===== src/rtl/key_debounce_pkg.sv =====
// Shared constants and types for the key debouncer.
// Counter sizing lives here so the top and any wrappers agree on it.
package key_debounce_pkg;

  localparam int unsigned CNT_NMB_DEF = 10000;

  typedef struct packed {
    logic rise;
    logic fall;
  } edge_t;

  // Width needed to hold values 0..n.
  function automatic int unsigned cnt_width(input int unsigned n);
    return $clog2(n + 1);
  endfunction

endpackage


===== src/rtl/key_debounce_sync_2ff.sv =====
// Two-flop synchroniser for a single asynchronous bit.
// Only q is safe to sample in the clk domain.
module sync_2ff #(
  parameter logic RST_VAL = 1'b0
) (
  input  logic clk,
  input  logic rst_n,
  input  logic d,
  output logic q
);

  logic s1;

  always_ff @(posedge clk or negedge rst_n) begin
    if (!rst_n) begin
      s1 <= RST_VAL;
      q  <= RST_VAL;
    end else begin
      s1 <= d;
      q  <= s1;
    end
  end

endmodule


===== src/rtl/key_debounce.sv =====
// Push-button debouncer: synchronise the pin, then accept a new level only
// after it has been seen for CNT_NMB consecutive cycles; emit edge pulses.
module key_debounce
  import key_debounce_pkg::*;
#(
  parameter int unsigned CNT_NMB = CNT_NMB_DEF,
  parameter logic        RST_LVL = 1'b0
) (
  input  logic clk,
  input  logic rst_n,
  input  logic key_i,
  output logic key_o,
  output logic key_rise_o,
  output logic key_fall_o
);

  localparam int unsigned      CNT_W    = cnt_width(CNT_NMB);
  localparam logic [CNT_W-1:0] CNT_TERM = CNT_W'(CNT_NMB - 1);

  logic             s2;
  logic [CNT_W-1:0] cnt;
  logic             key_q;
  logic             key_d;
  edge_t            pulse;

  sync_2ff #(
    .RST_VAL(RST_LVL)
  ) u_sync (
    .clk   (clk),
    .rst_n (rst_n),
    .d     (key_i),
    .q     (s2)
  );

  // Any sample matching the current level restarts qualification.
  always_ff @(posedge clk or negedge rst_n) begin
    if (!rst_n) begin
      cnt   <= '0;
      key_q <= RST_LVL;
    end else if (s2 == key_q) begin
      cnt <= '0;
    end else if (cnt == CNT_TERM) begin
      key_q <= s2;
      cnt   <= '0;
    end else begin
      cnt <= cnt + CNT_W'(1);
    end
  end

  // Pulses appear the cycle after key_q changes, from a one-cycle delayed copy.
  always_ff @(posedge clk or negedge rst_n) begin
    if (!rst_n) begin
      key_d      <= RST_LVL;
      pulse.rise <= 1'b0;
      pulse.fall <= 1'b0;
    end else begin
      key_d      <= key_q;
      pulse.rise <= key_q & ~key_d;
      pulse.fall <= ~key_q & key_d;
    end
  end

  assign key_o      = key_q;
  assign key_rise_o = pulse.rise;
  assign key_fall_o = pulse.fall;

endmodule


===== config.mk =====
export PLATFORM = sky130hd
export DESIGN_NAME = key_debounce
export DESIGN_NICKNAME = d
export VERILOG_FILES = /design/src/rtl/key_debounce_pkg.sv /design/src/rtl/key_debounce_sync_2ff.sv /design/src/rtl/key_debounce.sv
export SDC_FILE = /design/constraint.sdc
export NUM_CORES = 1
export LEC_CHECK = 0
export BUFFER_PORTS_ARGS = -buffer_cell sky130_fd_sc_hd__buf_2
export CORE_ASPECT_RATIO = 1.4
export CORE_MARGIN = 3
export CORE_UTILIZATION = 35
export CTS_CLUSTER_SIZE = 8
export DETAILED_ROUTE_END_ITERATION = 16
export GPL_TIMING_DRIVEN = 0
export REMOVE_ABC_BUFFERS = 1
export SYNTH_ARGS = -nofsm -noshare
export SYNTH_HDL_FRONTEND = slang
export SYNTH_SLANG_ARGS = --single-unit
export TNS_END_PERCENT = 30

===== constraint.sdc =====
create_clock -name clk -period 2.1 [get_ports clk]
set_clock_uncertainty 0.15 [all_clocks]
set_input_delay 0.21 -clock clk [delete_from_list [all_inputs] [get_ports clk]]
set_output_delay 0.21 -clock clk [all_outputs]
set_load 0.02 [all_outputs]

Word level (Yosys, flattened, before mapping)
Cells that the tools add are included.

$add $sub $neg: 1. Equality and inequality tests: 2. Multiplexer cells: 2. Bitwise operators: 5. Reduce and logical (&&, ||, !) cells: 1.

Operators by type and width (count): $mux 14 (2); $add 14x1->14 const B (1); $eq 14x14->1 const B (1); $not 1->1 (3); $and 1x1->1 (2); $reduce_and 2->1 (1); $eq 1x1->1 (1).

Flip-flop bits (word level): 20. Bits of input ports: 3. Output and inout port bits: 3. Word-level logic and storage cells: 18.

Depth between registers and ports, before layout
Gate-level depths: netlist of the first run.

Word-level depth: 3. Mapped depth: 6. Mapped depth without buffers: 5.

Modules after synthesis
From an unflattened synthesis of the first run, not the netlist that was laid out.

Cells, all modules: 77. Area total of the unflattened synthesis: 875.8 sq um.

By module, submodules not included: key_debounce (times used 1, cells an instance 75, area an instance 825.8 sq um, seq. area each 450.4 sq um); sync_2ff (times used 1, cells an instance 2, area an instance 50.0 sq um, seq. area each 50.0 sq um).

Least setup slack after synthesis of the first run
Ideal clock, no wire load.

Path type: register to register. Start point: reg cnt[6]. End point: reg key_q, in the netlist key_o. Library setup time: 0.125 ns. Arrival time: 1.752 ns. Data required time: 1.825 ns. Slack: 0.073 ns. Stages on the path, launching flop included: 4. Clock period less this slack: 2.027 ns. Cell sequence: dfrtp_1 -> or4b_1 -> or4_4 -> mux2_4.

Cells in the longest elaborated chain, start to end: 2.

RTL lines: start, declared (line key_debounce.sv:21) `logic [CNT_W-1:0] cnt;`; start signal, assigned (line key_debounce.sv:46) `cnt <= cnt + CNT_W'(1);`; $eq 14x14->1 (line key_debounce.sv:42) `end else if (cnt == CNT_TERM) begin`; $reduce_and 2->1 (no source line); end signal, assigned (line key_debounce.sv:39) `key_q <= RST_LVL;`; end signal, assigned (line key_debounce.sv:43) `key_q <= s2;`; end, declared (line key_debounce.sv:22) `logic key_q;`.

No other way between the ends. A chain may end at the register's enable or synchronous reset.

Worst setup path after layout of the first run
Same ends and word-level chain as after synthesis.

==> results of run 1 <==
[worst paths after layout]
path / endpoint / from / slack, ps
min reg2reg: u_sync.q / u_sync.s1 / 210
min: u_sync.q / u_sync.s1 / 210
max: key_o / cnt[6] / 40
max reg2reg: key_o / cnt[6] / 40
min in group asynchronous: cnt[9] / rst_n / 230
max in group asynchronous: key_d / rst_n / 1260
[layout make-up]
cell class	count	area [sq um]	area share
sequential	20	500	0.508
multi-input combinational	54	362	0.367
timing repair buffer	8	52.6	0.0533
tap	33	41.3	0.0419
clock buffer	3	22.5	0.0228
inverter	2	7.51	0.00761
[kinds of logic (layout without fill, tap and decap cells)]
kind of cell               Yosys count  after routing
adders and majority gates            2              2
muxes                                1              1
and+or+nand+nor                     38             38
buffers and inverters                3             13
DFF                                 20             20
xor gates and xnor gates            13             13
[registers in the layout, summed over array words and instances (netlist names)]
signal	cells
key_d	1
cnt	14
key_o	1
u_sync.s1	1
u_sync.q	1
key_fall_o	1
key_rise_o	1
[repair_timing]
| item | CTS | global route |
|---|---|---|
| setup buffers | 0 | 1 |
| pin swaps | 1 | 0 |
| gates resized for setup | 1 | 0 |
| setup endpoints to repair | 14 | 1 |
| hold buffers | 2 | 0 |
| endpoints found under the hold margin | 21 | 0 |
[Yosys cell counts]
cell type,count
dfrtp_1,20
nor2_1,15
xnor2_1,7
xor2_1,6
nand3_1,4
nand2_1,3
nand4_1,3
ha_1,2
inv_1,2
nor2b_1,2
nor3_1,2
and3_1,1
and4_1,1
buf_6,1
mux2_4,1
nand2_2,1
nor3b_1,1
nor4b_1,1
or3_1,1
or3b_2,1
or4_4,1
or4b_1,1
[layer usage]
| metal | routed length, um | vias up |
|---|---|---|
| met5 | 0 | - |
| met4 | 27 | 0 |
| met3 | 39 | 4 |
| met2 | 717 | 6 |
| met1 | 632 | 271 |
| li1 | - | 277 |
[power breakdown]
| part | internal [mW] | total (mW) | switching (mW) |
|---|---|---|---|
| clock | 0.0667 | 0.173 | 0.106 |
| sequential | 0.391 | 0.398 | 0.00652 |
| combinational | 0.00918 | 0.0250 | 0.0158 |
| total | 0.467 | 0.596 | 0.129 |
[through the flow]
step	hold slack (ps)	power (mW)	std cells	utilization	setup slack, ps
after floorplan	-236	0.414	76	-	72.9
after global placement	29.9	0.427	114	0.409	-14.1
after detailed placement	32.1	0.428	114	0.409	-62.9
after CTS	211	0.612	119	0.430	25.7
after global routing	233	0.631	120	0.433	12.6
final	206	0.596	120	0.433	40.6
==> metrics.txt, run 1 <==
final setup vio count=0; Avg Inst Size Synth=11.4 sq um; Clk pin slew, worst setup/hold paths=100 ps; cell area after layout=986 sq um; Crit-path slowest cell=or4_4; Max IR drop VDD=between 0.0002 and 0.00025 V; relative slew slack=0.704; synthesized area=876 sq um; mux cell area share after synthesis=0.0171; setup TNS=0 ps; grt peak-use layer=met2; post-route clock period utilization=0.981; TritonCTS clock tree=yes; biggest cell delay along the critical path=~540 ps; fillers=221; stages on the worst setup path=3; largest net degree at the start of global routing=21; number of diodes=0; GRT overflow=0; GR Util met1=0.134; Area contributors post-synth=dfrtp_1 (57%), xnor2_1 (7.0%), nor2_1 (6.4%), xor2_1 (6.0%), ha_1 (2.9%); vias in the first global route=between 500 and 600; Hold Path Class=flip-flop to flip-flop; Num CTS Buffers=3; cell taking the most area after synthesis=dfrtp_1; Area Overhead vs Synth=12.6%; status=finished clean; WL final=1420 um; Adder-Cell Fraction of Synth Area=0.0286; Cells after Synth=77; initial antenna violation count=0; # IOs=6; row count=20; Synth Area in Compound Gates=0; M2 GR Usage=0.167; layout cells sized above 1=0.149; CTS Buffer Depth=2; Min Clock Period, post-route=2060 ps; crit-path cells=or4b_1 > or4_4 > mux2_4; RSZ-0062 raised after global routing=false; max_cap viols=0; Leak=0.444 nW; Final Hold Viols=0; Post-Synth XOR/XNOR Area=0.130; global-route met3 utilization=0.0329; Buf/Inv on CP=0; HPWL after DPL=962 um; simple-gate portion of the synthesized area=0.231; routed len/inst=11.8 um; startpoint types=flip-flop; critical path arrival=about 2100 ps; gpl congestion=0.761; most frequent cells in the layout=dfrtp_1 (20), nor2_1 (15), xnor2_1 (7); CP Capture Type=flip-flop; Crit path max-delay family=simple AND/OR/NAND/NOR gates; Netlist cell types=22; most common cell after layout, fill and taps aside=dfrtp_1; PwrDens=605 mW/mm^2; Peak Freq=a little under 500 MHz; CTS Sinks=20; WHS Path Cells=0; placed cell areas=931 sq um; Initial Utilization=0.385; sequential area share after synthesis=0.571; buffers added on ports=5; warnings from Yosys=0; Die H=65.2 um; Global Route Usage Sum=0.109; Die ar.=0.00315 sq mm; WP data required=2130 ps; Least-Margin Pin Slew=between 400 and 500 ps; first-pass GRT wire length=2440 um; Core Region=~0.0023 sq mm; largest fanout on the critical path=4; DRC=0; Vias=558; FF-to-FF path depth=3; Root Driver=clkbuf_4; #FFs+latches synth=20; Crit Path Category=flip-flop to flip-flop; # nets final=94; First DRT Iteration DRCs=6; Yosys top cell area share=0.571; Pins Over Slew Limit=0; largest family of logic cells by synthesized area=simple AND/OR/NAND/NOR gates; clk_lat worst skew=290 ps; Via density=4.65; Die X=48.3 um; First-pass DRT Iterations=4; CTS H-tree lvls=1; ANT nets after route=0
(Power assumes the default switching activity.)
==> inputs of run 2 (changes only) <==
Settings changed: ABC_AREA set to 1.
Clock period 2.1 ns to 2.5 ns, I/O delays scaled along.
==> run 2 against run 1 <==
Core utilization is 1.7 points lower. Die area is 9.9% higher. Flip-flop and latch count stayed put. Non-clock buffer count is 1 lower. Sequential power is 16% lower. Synthesized cell count is 45% higher. Critical path depth is 3 higher. Final cell count is 33% higher. Worst hold slack better by 5.7 ps. Routed wire length is 24% higher. First-iteration DRC count grew to 7.8 times the previous value. Clock-buffer cell count is 1 higher.
==> metrics.txt, run 2 <==
status=finished clean; area occupied by multi-input gates=roughly 420 sq um; #FFs+latches synth=20; Area contributors post-synth=dfrtp_1 (51%), nor2_1 (10%), nand2_1 (8.1%), inv_1 (5.0%), nand3_1 (4.1%); Synth top cells by count=nor2_1 (26), nand2_1 (21), dfrtp_1 (20); largest fanout on the critical path=9; Peak Freq=675 MHz; First DRT Iteration DRCs=47; Largest Register=cnt; Clk pwr share=0.344; Die H=a little under 70 um; FF+latch area=500 sq um; Core Region=approximately 0.0026 sq mm; # nets final=129; post-route clock period utilization=0.593; WP data required=2550 ps; DRC=0; warnings from Yosys=0; CTS Buffer Depth=2; relative slew slack=0.702; critical path arrival=1530 ps; first-pass GRT wire length=3370 um; CTS H-tree lvls=1; Global Route Usage Sum=0.127; # IOs=6; Least-Margin Pin Slew=448 ps; sequential area share after synthesis=0.514; Hold Crit Start=u_sync.s1; Hold Path Class=flip-flop to flip-flop; clk_lat worst skew=around 300 ps; Leak=0.541 nW; fillers=roughly 280; synthesized area=973 sq um; Die ar.=0.00346 sq mm; final worst setup slack=1020 ps; Seq pwr share=0.610; CTS Sinks=20; most frequent cells in the layout=nor2_1 (26), nand2_1 (21), dfrtp_1 (20); Netlist cell types=18; CP Capture Type=flip-flop; cell taking the most area after synthesis=dfrtp_1; TritonCTS clock tree=yes; Root Driver=clkbuf_4; largest net degree at the start of global routing=21; layout cells sized above 1=0.154; vias in the first global route=798; Clk pin slew, worst setup/hold paths=about 110 ps; Vias=740; Area Overhead vs Synth=13.0%; post-CTS setup buffers=0; First-pass DRT Iterations=5; number of diodes=0; top-count cell post-synth=nor2_1; ANT nets after route=0; WL final=1760 um; Die X=50.6 um; PwrDens=about 500 mW/mm^2; sw frac=0.220; most common cell after layout, fill and taps aside=nor2_1; Synth Flop Type=dfrtp_1; Cells after Synth=112; gpl congestion=0.862; Pins Over Slew Limit=0; setup TNS=0 ps; async set or reset register ratio after synthesis=1.00; EDFF count, synth=0; Largest register FFs=14; Avg Inst Size Synth=8.69 sq um; Final Hold Viols=0; FF-to-FF Start=cnt[0]; Setup WS pre-CTS=1020 ps; Num CTS Buffers=3; RSZ-0062 raised after global routing=false; total chip power=approximately 0.55 mW; Gate power share=0.046; Crit Path Category=flip-flop to flip-flop; sw power=0.121 mW; startpoint types=flip-flop; Max IR drop VDD=0.000171 V; Min Clock Period, post-route=1480 ps; Internal Power=about 0.43 mW; HPWL after DPL=between 1000 and 1500 um; row count=22; routed len/inst=11.1 um; Via density=4.65; Yosys top cell area share=0.514; max_cap viols=0; GRT overflow=0; worst setup path start=cnt[0]; initial antenna violation count=0; final setup vio count=0; buffers added on ports=5; hold_ws=roughly 210 ps; Initial Utilization=0.368
## run 2: cell types whose count changed after synthesis, sizes merged, moves of 3 or more
cell / before / now
nand3: 4 / 9
xnor2: 7 / 4
nor2: 15 / 30
nand2: 4 / 24
inv: 2 / 13
## run 2: critical path, cell delays in order, from the launching register on
cell and delay [ps]:
dfrtp_1 420, ha_1 160, nand3_1 150, nor2_4 170, nand2_2 130, nand2_4 140
nor2_1 60
## run 2: power groups by stage
| stage | Sequential [mW] | Combinational, mW | Clock (mW) |
|---|---|---|---|
| after detailed placement | 0.341 | 0.0235 | 0 |
| after global placement | 0.341 | 0.0222 | 0 |
| after floorplan | 0.340 | 0.0123 | 0 |
| after CTS | 0.334 | 0.0260 | 0.192 |
| final | 0.334 | 0.0251 | 0.188 |
| after global routing | 0.336 | 0.0289 | 0.210 |
## run 2: worst paths after layout
kind                            slack (ps)  depth (start not counted)       end
worst min register to register         210                          0  u_sync.q
min in group asynchronous              270                          2     key_d
worst max register to register        1020                          6    cnt[8]
worst min-delay path                   210                          0  u_sync.q
worst max-delay path                  1020                          6    cnt[8]
max in group asynchronous             1630                          2    cnt[3]
## run 2: what timing repair did
action	in CTS	in global routing
endpoints found under the hold margin	21	0
gates resized for setup	0	0
hold buffers	2	0
## run 2: final cells by class
class / count / area share
flip-flops and latches: 20 / 0.455
inverters: 13 / 0.0444
multi-input cells: 79 / 0.386
clock buffers: 4 / 0.0330
repair buffers: 7 / 0.0410
well taps: 36 / 0.0410
## run 2: kinds of logic (layout without fill, tap and decap cells)
family,count (synthesis),in the layout,synth area share
simple gates,66,66,0.307
fa+ha+maj,2,2,0.0257
xor+xnor,8,8,0.0797
compound gates,3,3,0.0231
flops,20,20,0.514
buf+inv,13,24,0.0501
## run 2: metal layers
layer  GRT usage  part of all wire  vias to the layer above
met3      0.0131             0.019                        5
met1       0.144              0.40                      358
met5           0                 0                        -
met2       0.234              0.55                       11
li1            -                 -                      366
met4      0.0707             0.026                        0
## run 2: per-stage QoR
stage                     utilization  cells  instance area, sq um
after floorplan                     -    112                   973
after global placement          0.395    153                  1040
after detailed placement        0.395    153                  1040
after CTS                       0.416    159                  1100
after global routing            0.416    159                  1100
final                           0.416    159                  1100
